<file path="config.mk">
export PLATFORM = sky130hd
export DESIGN_NAME = axis_pulse_gen
export DESIGN_NICKNAME = d
export VERILOG_FILES = /design/src/rtl/axis_pulse_gen.sv
export SDC_FILE = /design/constraint.sdc
export NUM_CORES = 1
export LEC_CHECK = 0
export ABC_AREA = 0
export BUFFER_PORTS_ARGS = -buffer_cell sky130_fd_sc_hd__buf_2
export CORE_MARGIN = 2
export CORE_UTILIZATION = 37
export CTS_CLUSTER_SIZE = 14
export DETAILED_ROUTE_END_ITERATION = 16
export SYNTH_ARGS = -nofsm -noshare
export SYNTH_HDL_FRONTEND = slang
export SYNTH_SLANG_ARGS = --single-unit
</file>
<file path="constraint.sdc">
create_clock -name aclk -period 13.15 [get_ports aclk]
set_input_delay 1.315 -clock aclk [delete_from_list [all_inputs] [get_ports aclk]]
set_output_delay 1.315 -clock aclk [all_outputs]
set_load 0.05 [all_outputs]
</file>
<file path="src/rtl/axis_pulse_gen.sv">
// rtl/axis_pulse_gen.sv - trapezoidal pulse generator emitting an AXI4-Stream sample stream
// Five segments per period (pre, ramp up, top, ramp down, post); config is shadowed at period boundaries.
module axis_pulse_gen #(
    parameter int AXIS_TDATA_WIDTH = 16,
    parameter int PULSE_WIDTH      = 16,
    parameter int CNTR_WIDTH       = 32
) (
    input  logic                                           aclk,
    input  logic                                           areset,
    input  logic [PULSE_WIDTH*4+AXIS_TDATA_WIDTH*3+32-1:0] cfg_data,
    input  logic                                           enable,
    output logic                                           busy,
    output logic                                           gate,
    output logic [31:0]                                    sts_data,
    input  logic                                           m_axis_tready,
    output logic [AXIS_TDATA_WIDTH-1:0]                    m_axis_tdata,
    output logic                                           m_axis_tvalid,
    output logic                                           m_axis_tlast
);

    localparam int PW = PULSE_WIDTH;
    localparam int DW = AXIS_TDATA_WIDTH;
    localparam int AW = AXIS_TDATA_WIDTH + 2;

    localparam logic [2:0] S_IDLE    = 3'd0;
    localparam logic [2:0] S_PRE     = 3'd1;
    localparam logic [2:0] S_RAMP_UP = 3'd2;
    localparam logic [2:0] S_TOP     = 3'd3;
    localparam logic [2:0] S_RAMP_DN = 3'd4;
    localparam logic [2:0] S_POST    = 3'd5;

    localparam logic signed [AW-1:0] MAX_V = {3'b000, {(DW-1){1'b1}}};
    localparam logic signed [AW-1:0] MIN_V = {3'b111, {(DW-1){1'b0}}};

    typedef struct packed {
        logic [31:0]   pulse_count;
        logic [DW-1:0] ramp_step;
        logic [DW-1:0] amplitude;
        logic [DW-1:0] baseline;
        logic [PW-1:0] post_offset;
        logic [PW-1:0] width;
        logic [PW-1:0] ramp;
        logic [PW-1:0] pre_offset;
    } cfg_t;

    function automatic logic [PW-1:0] seg_len(input logic [2:0] s, input cfg_t c);
        logic [PW-1:0] r;
        case (s)
            S_PRE:              r = c.pre_offset;
            S_RAMP_UP, S_RAMP_DN: r = c.ramp;
            S_TOP:              r = c.width;
            S_POST:             r = c.post_offset;
            default:            r = '0;
        endcase
        return r;
    endfunction

    // First nonzero segment strictly after s; S_IDLE means the period is over.
    function automatic logic [2:0] next_seg(input logic [2:0] s, input cfg_t c);
        logic [2:0] r;
        r = S_IDLE;
        if (s < S_POST    && c.post_offset != '0) r = S_POST;
        if (s < S_RAMP_DN && c.ramp        != '0) r = S_RAMP_DN;
        if (s < S_TOP     && c.width       != '0) r = S_TOP;
        if (s < S_RAMP_UP && c.ramp        != '0) r = S_RAMP_UP;
        if (s < S_PRE     && c.pre_offset  != '0) r = S_PRE;
        return r;
    endfunction

    cfg_t                   shadow_q, shadow_d, sel_cfg, cfg_in;
    logic [2:0]             state_q, state_d, seg_after;
    logic [CNTR_WIDTH-1:0]  idx_q, idx_d, period_q, period_d, period_inc;
    logic                   seg_last_q, seg_last_d;
    logic [31:0]            sts_q, sts_d;
    logic                   tvalid_q, tvalid_d, tlast_q, tlast_d, gate_q, gate_d, busy_q, busy_d;
    logic [DW-1:0]          tdata_q, tdata_d;
    logic                   handshake, cfg_nonzero, reload, emit;
    logic signed [AW-1:0]   base_x, amp_x, step_x, prev_x, val;

    assign cfg_in      = cfg_data;
    assign handshake   = tvalid_q & m_axis_tready;
    assign cfg_nonzero = |{cfg_in.pre_offset, cfg_in.ramp, cfg_in.width, cfg_in.post_offset};
    assign seg_after   = next_seg(state_q, shadow_q);
    assign period_inc  = period_q + CNTR_WIDTH'(1);

    always_comb begin
        shadow_d   = shadow_q;
        state_d    = state_q;
        idx_d      = idx_q;
        period_d   = period_q;
        sts_d      = sts_q;
        seg_last_d = seg_last_q;
        tvalid_d   = tvalid_q;
        tlast_d    = tlast_q;
        gate_d     = gate_q;
        busy_d     = busy_q;
        tdata_d    = tdata_q;
        reload     = 1'b0;
        emit       = 1'b0;
        sel_cfg    = shadow_q;
        base_x     = '0;
        amp_x      = '0;
        step_x     = '0;
        prev_x     = '0;
        val        = '0;

        if (state_q == S_IDLE) begin
            if (enable && cfg_nonzero) begin
                reload   = 1'b1;
                sts_d    = '0;
                period_d = '0;
            end
        end else if (handshake) begin
            if (!seg_last_q) begin
                emit  = 1'b1;
                idx_d = idx_q + CNTR_WIDTH'(1);
            end else if (seg_after != S_IDLE) begin
                emit    = 1'b1;
                state_d = seg_after;
                idx_d   = '0;
            end else begin
                sts_d    = sts_q + 32'd1;
                period_d = period_inc;
                if (enable && cfg_nonzero &&
                    (shadow_q.pulse_count == 32'd0 ||
                     period_inc < CNTR_WIDTH'(shadow_q.pulse_count))) begin
                    reload = 1'b1;
                end else begin
                    state_d    = S_IDLE;
                    idx_d      = '0;
                    seg_last_d = 1'b0;
                    tvalid_d   = 1'b0;
                    tlast_d    = 1'b0;
                    gate_d     = 1'b0;
                    busy_d     = 1'b0;
                    tdata_d    = '0;
                end
            end
        end

        if (reload) begin
            shadow_d = cfg_in;
            sel_cfg  = cfg_in;
            state_d  = next_seg(S_IDLE, cfg_in);
            idx_d    = '0;
            emit     = 1'b1;
        end

        if (emit) begin
            base_x = {{2{sel_cfg.baseline[DW-1]}}, sel_cfg.baseline};
            amp_x  = {{2{sel_cfg.amplitude[DW-1]}}, sel_cfg.amplitude};
            step_x = {2'b00, sel_cfg.ramp_step};
            prev_x = {{2{tdata_q[DW-1]}}, tdata_q};
            // Ramps build on the previous beat; the first ramp beat starts from the segment's anchor.
            case (state_d)
                S_TOP: val = amp_x;
                S_RAMP_UP: begin
                    val = ((idx_d == '0) ? base_x : prev_x) + step_x;
                    if (amp_x < base_x)   val = base_x;
                    else if (val > amp_x) val = amp_x;
                end
                S_RAMP_DN: begin
                    val = ((idx_d == '0) ? amp_x : prev_x) - step_x;
                    if (amp_x < base_x)    val = base_x;
                    else if (val < base_x) val = base_x;
                end
                default: val = base_x;
            endcase
            if (val > MAX_V)      val = MAX_V;
            else if (val < MIN_V) val = MIN_V;

            tvalid_d   = 1'b1;
            busy_d     = 1'b1;
            gate_d     = (state_d == S_TOP);
            seg_last_d = (idx_d == CNTR_WIDTH'(seg_len(state_d, sel_cfg)) - CNTR_WIDTH'(1));
            tlast_d    = seg_last_d && (next_seg(state_d, sel_cfg) == S_IDLE);
            tdata_d    = val[DW-1:0];
        end
    end

    always_ff @(posedge aclk) begin
        if (areset) begin
            shadow_q   <= '0;
            state_q    <= S_IDLE;
            idx_q      <= '0;
            period_q   <= '0;
            sts_q      <= '0;
            seg_last_q <= 1'b0;
            tvalid_q   <= 1'b0;
            tlast_q    <= 1'b0;
            gate_q     <= 1'b0;
            busy_q     <= 1'b0;
            tdata_q    <= '0;
        end else begin
            shadow_q   <= shadow_d;
            state_q    <= state_d;
            idx_q      <= idx_d;
            period_q   <= period_d;
            sts_q      <= sts_d;
            seg_last_q <= seg_last_d;
            tvalid_q   <= tvalid_d;
            tlast_q    <= tlast_d;
            gate_q     <= gate_d;
            busy_q     <= busy_d;
            tdata_q    <= tdata_d;
        end
    end

    assign m_axis_tvalid = tvalid_q;
    assign m_axis_tlast  = tlast_q;
    assign m_axis_tdata  = tdata_q;
    assign gate          = gate_q;
    assign busy          = busy_q;
    assign sts_data      = sts_q;

endmodule
</file>
==> results.md, run 1 <==
- CTS clk-pin slew, worst paths: 50 ps
- Hold Crit Class: reg -> reg
- Async set or reset register ratio after synthesis: 0%
- Pleak: approximately 0.009 µW
- Sequential Power Share: 34.4%
- Clock buffer count from CTS: 34
- Drt first pass iters: 7
- Max-slew headroom: 29.33%
- Clk Latency, worst-skew pair: 560 ps
- Via density: 5.713
- Crit-path slowest cell: or4_1
- DRT iter0 DRCs: 1239
- Most common cell after layout, fill and taps aside: nor2_1
- Final period util: 93.63%
- Setup TNS: 0 ps
- Non-Filler Instances: 3148
- RePlAce Congestion: just over 0.9
- Final min period: 12310 ps
- Switching power share of the total: 32.70%
- Max Root-Sink Buffers: 3
- Max capacitance violation total: 0
- Synth-to-Final Area Change: 16.63%
- Clk pwr share: 38.5%
- Detail Route Antenna Nets: 0
- Post-Place Setup Slack: -58.49 ps
- Hold Violations, Final: 0
- Fin worst setup slack: 837.7 ps
- First-pass GRT wire length: about 94000 µm
- DP HPWL: ~45000 µm
- Largest net degree at the start of global routing: 94
- Die height: about 220 µm
- Number of flops mapped to enable cells by yosys: 0
- Worst Setup Start Kind: register
- Seq cells post-synth: 263
- Clock skew: 12.71 ps
- Crit-path max FO: 10
- Gate power share: 27.1%
- H-tree Lvls: 2
- Netlist Area Pre-Place: approximately 18000 µm²
- Root Driver: clkbuf_16
- Dominant synthesized flop cell: dfxtp_1
- Yosys warns: 0
- Final Setup Violations: 0
- Gr usage total: 23.30%
- Tot Pwr: 2473 µW
- CP Capture Type: register
- Cells after DPL: 3083
- Via Count: around 18000
- WP data arrival: 12780 ps
- Initial antenna violation count: 0
- Commonest non-fill, non-tap cells in the layout: nor2_1 (300), nand2_1 (269), dfxtp_1 (262), buf_2 (198), a21oi_1 (196)
- Wire per inst: about 19 µm
- Syn Area/Cell: 7.645 µm²
- Register area share after synthesis: 29.46%
- CTS Hold Bufs: 0
- I/O pins: 200
- Initial Util: around 37%
- Run status: finished, final reports clean
- Drc violations: 0
- WP data required: roughly 14000 ps
- Post-synth cell types: 94
- Die ar.: 50080 µm²
- Synth Net Count: ~2600
- Actual slew at the worst max-slew pin: between 1000 and 1500 ps
- VDD IR max: 0.1189 mV
- Syn Inst Count: 2338
- Core area: 47750 µm²
- ANT cells: 0
- Number of global-route vias before repair: 17620
- PwrDens: 118.6 nW/µm²
- Die X: around 220 µm
- Largest stage delay on the critical path: 550 ps
- R2r setup slk: 840 ps
- Clock sinks: 263
- PortBufs: approximately 200
- Share of post-route cells with drive strength above 1: 14.84%
- Wirelength, routed: 59650 µm
- Switch Pwr: around 810 µW
- Crit Path Class: reg -> reg
- Internal power: 1664 µW
- Fmax achieved: 0.08122 GHz
- Nets: 2777
- Num rows: 80
- Fin. max-slew vios: 0
- Overflow after GRT: 0
- Most used cell, CP: and3_1
- TritonCTS clock tree: yes
- # fillers: 4859
==> critical path, delay by kind of cell, from the launching register on <==
kind            cells  cell delay (ps)
fa+ha+maj           5             1500
compound gates     17             3810
flops               1              380
simple gates       26             6030
xor+xnor            2              260
buf+inv             1              230
==> area by class of cell <==
type / instances / area [µm²] / share of cell area [%]
tap: 615 / 769.5 / 3.691
clock buffer: 52 / 1050 / 5.036
inverter: 91 / 341.6 / 1.639
timing repair buffer: 250 / 1401 / 6.722
multi-input combinational: 1868 / 11930 / 57.21
clock inverter: 9 / 92.59 / 0.4442
sequential: 263 / 5266 / 25.26
==> synth_stat cells (all sizes together), types with 6 or more instances <==
master / number / share of area [%]
and3: 43 / 1.5
a21boi: 6 / 0.25
xor2: 57 / 2.8
a41oi: 6 / 0.29
a211oi: 14 / 0.62
nand3b: 10 / 0.42
o21a: 14 / 0.59
o21ai: 132 / 3.7
mux2i: 110 / 6.2
and2: 15 / 0.53
inv: 91 / 1.9
nor4: 49 / 1.8
a22oi: 33 / 1.4
nand2b: 18 / 0.63
buf: 36 / 0.99
nand3: 59 / 1.7
o31ai: 12 / 0.53
o21bai: 12 / 0.50
a2111oi: 7 / 0.34
a21o: 29 / 1.2
nor2: 303 / 6.4
ha: 119 / 8.3
nor2b: 12 / 0.42
or2: 9 / 0.32
xnor2: 44 / 2.2
nor3b: 8 / 0.34
or4: 21 / 0.90
a21oi: 199 / 5.6
dfxtp: 263 / 29
or3: 15 / 0.53
o221ai: 10 / 0.49
o22ai: 12 / 0.46
clkbuf: 80 / 1.7
a31oi: 11 / 0.42
nor3: 68 / 2.0
nand4: 43 / 1.5
nand2: 271 / 5.7
mux2: 17 / 1.1
a221oi: 6 / 0.29
==> stage by stage <==
step           hold WS, ps  util [%]  instance area (µm²)
6_report             467.0     43.66                20850
5_1_grt              490.6     43.66                20850
4_1_cts              470.2     43.36                20700
3_5_place_dp         461.2     40.95                19550
3_3_place_gp         453.9     40.95                19550
2_1_floorplan        441.6         -                17870
==> what timing repair did <==
item | in CTS | in global routing
endpoints found under the hold margin | 0 | 0
gates resized for setup | 1 | 29
setup buffers | 0 | 4
pin swaps | 0 | 4
setup endpoints to repair | 15 | 16
==> sequential cells by signal, indices dropped and copies added, names as in the netlist <==
name,cells
gate,1
m_axis_tlast,1
period_q,32
idx_q,32
shadow_q,144
seg_last_q,1
busy,1
sts_data,32
state_q,3
m_axis_tdata,16
==> power by group through the flow <==
stage / clock [µW] / combinational [µW] / sequential, µW
floorplan: 0 / 440 / 868
global placement: 0 / 629 / 866
detailed placement: 0 / 640 / 866
CTS: 980 / 645 / 849
global route: 1000 / 738 / 852
finish: 952 / 670 / 850
==> per-layer routing <==
layer	global-route usage [%]	wire length, µm	vias to the layer above
met5	0	0	-
met3	3.122	3436	126
met4	8.172	1853	0
li1	-	-	8742
met1	28.89	25230	8512
met2	41.30	29130	605
==> logic make-up after synthesis <==
group	share of synthesized area [%]
AO/OA/AOI/OAI	19.68
XOR/XNOR	5.075
adder cells (fa/ha/maj)	8.554
buffers and inverters	4.585
flip-flops	29.46
multiplexers	7.231
AND/OR/NAND/NOR	25.42
==> worst paths after layout <==
check,depth (start not counted),end,start
worst max-delay path,51,m_axis_tdata[7],period_q[1]
worst min-delay path,2,shadow_q[96],shadow_q[96]
worst max register to register,51,m_axis_tdata[7],period_q[1]
worst min register to register,2,shadow_q[96],shadow_q[96]
Note: power is estimated with default switching activity, not from simulation.
==> run 2, diff against run 1 <==
--- a/config.mk
+++ b/config.mk
@@ -11,6 +11,7 @@
 export CORE_UTILIZATION = 37
 export CTS_CLUSTER_SIZE = 14
 export DETAILED_ROUTE_END_ITERATION = 16
+export MAX_ROUTING_LAYER = met4
 export SYNTH_ARGS = -nofsm -noshare
 export SYNTH_HDL_FRONTEND = slang
 export SYNTH_SLANG_ARGS = --single-unit
==> run 2 against run 1 <==
  * Combinational power increased by 1%
  * Final cell count barely moved
  * Sequential cell count unchanged
  * Sequential share of layout area shrank 0.058 points
  * Sequential power is essentially flat
  * Non-clock buffer count up 2
  * Via count is 0.62% higher
  * Register-to-register slack improved by 40 ps
==> results.md, run 2 (synthesis gave the netlist of run 1 again) <==
- PwrDens: 119.0 nW/µm² (+0.32%)
- Actual slew at the worst max-slew pin: 1060 ps (+0.3339 ps)
- Clk pwr share: 38.5% (about the same)
- Overflow after GRT: 0 (unchanged)
- Commonest non-fill, non-tap cells in the layout: nor2_1 (299), nand2_1 (269), dfxtp_1 (263), buf_2 (198), a21oi_1 (197)
- Clock buffer count from CTS: 34 (unchanged)
- TritonCTS clock tree: yes
- Most used cell, CP: and3_1
- H-tree Lvls: 2 (unchanged)
- Max capacitance violation total: 0 (unchanged)
- Via Count: 18096 (+0.62%)
- Core area: 47750 µm² (unchanged)
- Switch Pwr: 810.9 µW (+0.29%)
- Via density: 5.747 (+0.59%)
- Drt first pass iters: 5 (-2)
- Max Root-Sink Buffers: 3 (unchanged)
- Fin. max-slew vios: 0 (unchanged)
- Largest stage delay on the critical path: 530 ps (-20 ps)
- CP bufs+invs: 5 (+4)
- Clock sinks: 263 (unchanged)
- Pleak: 0.009109 µW (about the same)
- Most common cell after layout, fill and taps aside: nor2_1
- Non-Filler Instances: 3149 (+0.032%)
- PortBufs: 199 (unchanged)
- Max-slew headroom: 29.31% (about the same)
- Run status: finished, final reports clean
- Number of global-route vias before repair: 17231 (-2.2%)
- DRT iter0 DRCs: 1207 (-2.6%)
- RePlAce Congestion: 0.9131 (-1.0%)
- WP data required: 13620 ps (about the same)
- Crit-path slowest cell: or4_1
- Crit Path Class: reg -> reg
- Die X: 223.8 µm (unchanged)
- Gate power share: 27.3% (+0.2 points)
- Final Setup Violations: 0 (unchanged)
- Hold Violations, Final: 0 (unchanged)
- Post-layout util: 43.75% (+0.089 points)
- Fmax achieved: 0.08151 GHz (+0.36%)
- Wire per inst: 18.98 µm (+0.17%)
- Worst Setup Start Kind: register
- DP HPWL: 44390 µm (-0.80%)
- Synth-to-Final Area Change: 16.87%
- Clock skew: 14.05 ps (+1.336 ps)
- Largest net degree at the start of global routing: 160 (+70%)
- Die ar.: 50080 µm² (unchanged)
- Crit path depth: 56 (+9.8%)
- Nets: 2779 (+0.072%)
- Clk Latency, worst-skew pair: 550 ps (about the same)
- Initial antenna violation count: 1 (+1)
- Initial Util: 37.43% (unchanged)
- Detail Route Antenna Nets: 0 (unchanged)
- Drc violations: 0 (unchanged)
- Internal power: 1675 µW (+0.65%)
- Hold path depth: 2 (unchanged)
- Top register by number of flip-flops: shadow_q
- I/O pins: 200 (unchanged)
- Cells after DPL: 3082 (-0.032%)
- Crit-path leading delay family: simple AND/OR/NAND/NOR gates
- Sequential Power Share: 34.2% (-0.2 points)
- Gr usage total: 23.67% (+0.37 points)
- Final min period: 12270 ps (-43.66 ps)
- Die height: 223.8 µm (unchanged)
- VDD IR max: 0.08479 mV (-29%)
- Largest register FFs: 144 (unchanged)
- Switching power share of the total: 32.63% (-0.079 points)
- CTS clk-pin slew, worst paths: 60 ps (about the same)
- Worst reg2reg path depth: 56 (+9.8%)
- CP Capture Type: register
- Final period util: 93.30% (-0.33 points)
- First-pass GRT wire length: 92160 µm (-2.3%)
- WP data arrival: 12730 ps (-50 ps)
- # fillers: 4770 (-1.8%)
- Wirelength, routed: 59770 µm (+0.21%)
- Num rows: 80 (unchanged)
- Root Driver: clkbuf_16
- Hold Crit Class: reg -> reg
- Crit-path max FO: 22 (+12)
- Share of post-route cells with drive strength above 1: 14.88% (+0.039 points)
==> run 2: changes by cell type in the layout (fill, tap and decap cells not counted), sizes merged <==
cell	change
clkinv	-4
inv	+2
buf	+1
bufinv	+1
clkbuf	-1
clkinvlp	+1
diode	+1
==> run 2: per-stage QoR <==
stage / setup TNS, ps / hold slack, ps / cell area (µm²) / setup slack (ps) / total power [µW]
6_report: 0 / 467.5 / 20890 / 881.4 / 2486
2_1_floorplan: 0 / 441.6 / 17870 / 212.4 / 1308
5_1_grt: -342.3 / 493.1 / 20890 / -78.01 / 2602
3_5_place_dp: 0 / 460.7 / 19560 / 46.64 / 1507
3_3_place_gp: 0 / 453.0 / 19560 / 447.8 / 1496
4_1_cts: 0 / 470.0 / 20690 / 296.3 / 2473
==> run 2: power groups by stage <==
stage / Clock (µW) / Combinational (µW) / Sequential (µW)
floorplan: 0 / 440 / 868
global placement: 0 / 631 / 866
detailed placement: 0 / 641 / 866
CTS: 977 / 647 / 849
global route: 1000 / 746 / 852
finish: 957 / 679 / 850
==> run 2: timing repair <==
| action | in CTS | in global routing |
|---|---|---|
| gates cloned | 0 | 1 |
| endpoints found under the setup margin | 4 | 16 |
| gates resized for setup | 1 | 32 |
| hold buffers | 0 | 0 |
| endpoints found under the hold margin | 0 | 0 |
| buffers inserted | 0 | 6 |
| pin swaps | 0 | 2 |
==> run 2: worst paths after layout <==
| path | start | end | slack [ps] |
|---|---|---|---|
| hold / removal | shadow_q[96] | shadow_q[96] | 470 |
| setup reg to reg | period_q[0] | m_axis_tdata[5] | 880 |
| hold reg to reg | shadow_q[96] | shadow_q[96] | 470 |
| setup / recovery | period_q[0] | m_axis_tdata[5] | 880 |
==> run 2: area by class of cell <==
cell class                      count  area (µm²)  share of cell area [%]
Sequential cell                   263        5265                   25.21
Tap cell                          615       769.5                   3.684
Clock buffer                       50        1022                   4.894
Antenna cell                        1       2.502                 0.01198
Timing Repair Buffer              252        1450                   6.942
Clock inverter                      9       105.1                  0.5031
Multi-Input combinational cell   1868       11930                   57.12
Inverter                           91       341.6                   1.635
==> run 2: worst register-to-register path: cells and delay by family (launching register included) <==
family | cells | cell delay [ps]
compound gates | 21 | 4300
buf+inv | 5 | 830
flops | 1 | 430
xor+xnor | 2 | 310
fa+ha+maj | 4 | 1180
simple gates | 24 | 5110
==> run 2: routing by layer <==
| metal | global-route usage [%] | vias up | share of wire [%] |
|---|---|---|---|
| li1 | - | 8752 | - |
| met4 | 10.17 | 0 | 4.1 |
| met5 | - | - | 0 |
| met1 | 28.29 | 8524 | 42 |
| met3 | 3.502 | 153 | 6.4 |
| met2 | 39.71 | 667 | 48 |
==> run 3, diff against run 2 <==
--- a/config.mk
+++ b/config.mk
@@ -6,7 +6,7 @@
 export NUM_CORES = 1
 export LEC_CHECK = 0
 export ABC_AREA = 0
-export BUFFER_PORTS_ARGS = -buffer_cell sky130_fd_sc_hd__buf_2
+export BUFFER_PORTS_ARGS = -buffer_cell sky130_fd_sc_hd__buf_4
 export CORE_MARGIN = 2
 export CORE_UTILIZATION = 37
 export CTS_CLUSTER_SIZE = 14
==> run 3 against run 2 <==
  * Final area increased by 1.5%
  * Total power decreased by 3.0%
  * Die area unchanged
  * Sequential power about the same
  * Global-route usage increased by 0.085 points
  * Maximum frequency decreased by 0.18%
  * Largest cell class unchanged
  * Clock skew increased by 8.8 ps
  * Clock power decreased by 7.0%
  * Worst setup slack got worse by 22 ps
  * Register-to-register slack got worse by 20 ps
  * Critical endpoint is now m_axis_tdata[3]
  * Combinational power decreased by 1%
  * Critical path depth decreased by 2
==> results.md, run 3 (synthesis gave the netlist of run 1 again) <==
- Run status: finished, final reports clean
- H-tree Lvls: 2 (unchanged)
- Clock buffer count from CTS: 34 (unchanged)
- Max capacitance violation total: 0 (unchanged)
- Internal power: 1623 µW (-3.1%)
- Largest stage delay on the critical path: 730 ps (+200 ps)
- Actual slew at the worst max-slew pin: 1092 ps (+31.98 ps)
- Drt first pass iters: 5 (unchanged)
- Gate power share: 27.8% (+0.5 points)
- Most used cell, CP: and3_1
- WP data arrival: 12760 ps (+30 ps)
- CTS clk-pin slew, worst paths: 60 ps (about the same)
- Num rows: 80 (unchanged)
- Final period util: 93.46% (+0.16 points)
- Post-layout util: 44.41% (+0.66 points)
- VDD IR max: 0.08385 mV (-1.1%)
- Die ar.: 50080 µm² (unchanged)
- First-pass GRT wire length: 93560 µm (+1.5%)
- Root Driver: clkbuf_16
- Via density: 5.666 (-1.4%)
- Fmax achieved: 0.08137 GHz (-0.18%)
- Initial antenna violation count: 0 (-1)
- Sequential Power Share: 35.3% (+1.1 points)
- Die height: 223.8 µm (unchanged)
- Hold Crit Class: reg -> reg
- Number of global-route vias before repair: 17477 (+1.4%)
- Pleak: 0.009149 µW (+0.44%)
- WP data required: 13620 ps (about the same)
- Cell Area, Placed: 20030 µm² (+2.4%)
- RePlAce Congestion: 0.9557 (+4.7%)
- Synth-to-Final Area Change: 18.64%
- Drc violations: 0 (unchanged)
- DP HPWL: 43900 µm (-1.1%)
- Clk Latency, worst-skew pair: 550 ps (about the same)
- PwrDens: 113.7 nW/µm² (-4.4%)
- Initial Util: 37.43% (unchanged)
- Final Setup Violations: 0 (unchanged)
- Hold Violations, Final: 0 (unchanged)
- Gr usage total: 23.75% (+0.085 points)
- Switching power share of the total: 32.69% (+0.061 points)
- Commonest non-fill, non-tap cells in the layout: nor2_1 (300), nand2_1 (269), dfxtp_1 (263), buf_4 (242), a21oi_1 (197)
- Top register by number of flip-flops: shadow_q
- Clock sinks: 263 (unchanged)
- Wirelength, routed: 58380 µm (-2.3%)
- Most common cell after layout, fill and taps aside: nor2_1
- Post-route cell area: 21200 µm² (+1.5%)
- Switch Pwr: 788.0 µW (-2.8%)
- Tot Pwr: 2411 µW (-3.0%)
- Crit-path max FO: 15 (-32%)
- Via Count: 17785 (-1.7%)
- Die X: 223.8 µm (unchanged)
- Largest net degree at the start of global routing: 148 (-7.5%)
- Clock skew: 22.87 ps (+8.819 ps)
- CP Capture Type: register
- Largest register FFs: 144 (unchanged)
- Overflow after GRT: 0 (unchanged)
- PortBufs: 199 (unchanged)
- Detail Route Antenna Nets: 0 (unchanged)
- Fin. max-slew vios: 0 (unchanged)
- Crit-path slowest cell: o21ai_1
- I/O pins: 200 (unchanged)
- Max-slew headroom: 27.17% (-2.1 points)
- Final min period: 12290 ps (+21.55 ps)
- ANT cells: 0 (-1)
- Crit Path Class: reg -> reg
- Core area: 47750 µm² (unchanged)
- Clk pwr share: 36.9% (-1.6 points)
- Max Root-Sink Buffers: 3 (unchanged)
- Nets: 2771 (-0.29%)
- TritonCTS clock tree: yes
- Wire per inst: 18.60 µm (-2.0%)
- Worst Setup Start Kind: register
- Share of post-route cells with drive strength above 1: 14.30% (-0.58 points)
- DRT iter0 DRCs: 1165 (-3.5%)
## run 3: cell types whose count changed in the layout (fill, tap and decap cells not counted), sizes merged
cell      change
buf           -7
bufinv        -2
inv           -2
diode         -1
clkbuf        -2
clkinv        +5
clkinvlp      -1
## run 3: per-layer routing
| layer | wire length [µm] | part of all wire [%] | global-route usage (%) |
|---|---|---|---|
| met1 | 25040 | 43 | 28.82 |
| met2 | 28390 | 49 | 40.50 |
| met3 | 3007 | 5.2 | 2.886 |
| met4 | 1949 | 3.3 | 8.731 |
| met5 | 0 | 0 | - |
## run 3: per-stage QoR
step	hold slack, ps	std cells	worst slack, ps	setup TNS (ps)
3_5_place_dp	461.6	3079	-60.68	-190.4
5_1_grt	493.3	3139	-26.54	-146.0
6_report	473.8	3139	859.8	0
4_1_cts	467.7	3137	244.1	0
3_3_place_gp	453.5	3079	508.7	0
2_1_floorplan	441.6	2338	212.4	0
## run 3: path summary, 6_finish.rpt
path / cells after the start / slack, ps / startpoint / endpoint
max: 54 / 860 / period_q[0] / m_axis_tdata[3]
min: 2 / 470 / shadow_q[38] / shadow_q[38]
max reg2reg: 54 / 860 / period_q[0] / m_axis_tdata[3]
min reg2reg: 2 / 470 / shadow_q[38] / shadow_q[38]
## run 3: area by class of cell
cell class                 instances  area (µm²)
inverter                          91       341.6
tap                              615       769.5
clock buffer                      49       988.4
multi-input combinational       1868       11920
clock inverter                     9       67.56
sequential                       263        5265
timing repair buffer             244        1856
fill                            4777       26540
## run 3: critical path: cells and delay by family (launching register included)
kind | cells | cell delay, ps
DFF | 1 | 410
adders and majority gates | 4 | 1130
buffers and inverters | 3 | 510
xor gates and xnor gates | 2 | 350
and+or+nand+nor | 26 | 5780
AOI/OAI and AO/OA | 19 | 4010
## run 3: what timing repair did
action                                  CTS  global route
setup buffers                             0             2
gates resized for setup                   1            27
hold buffers                              0             0
endpoints found under the setup margin   15            16
pin swaps                                 0             4
## run 3: power groups by stage
stage | logic (µW) | registers (µW) | clock network, µW
after floorplan | 440 | 868 | 0
after global placement | 640 | 866 | 0
after detailed placement | 649 | 867 | 0
after CTS | 654 | 850 | 917
after global routing | 742 | 853 | 939
final | 670 | 850 | 890
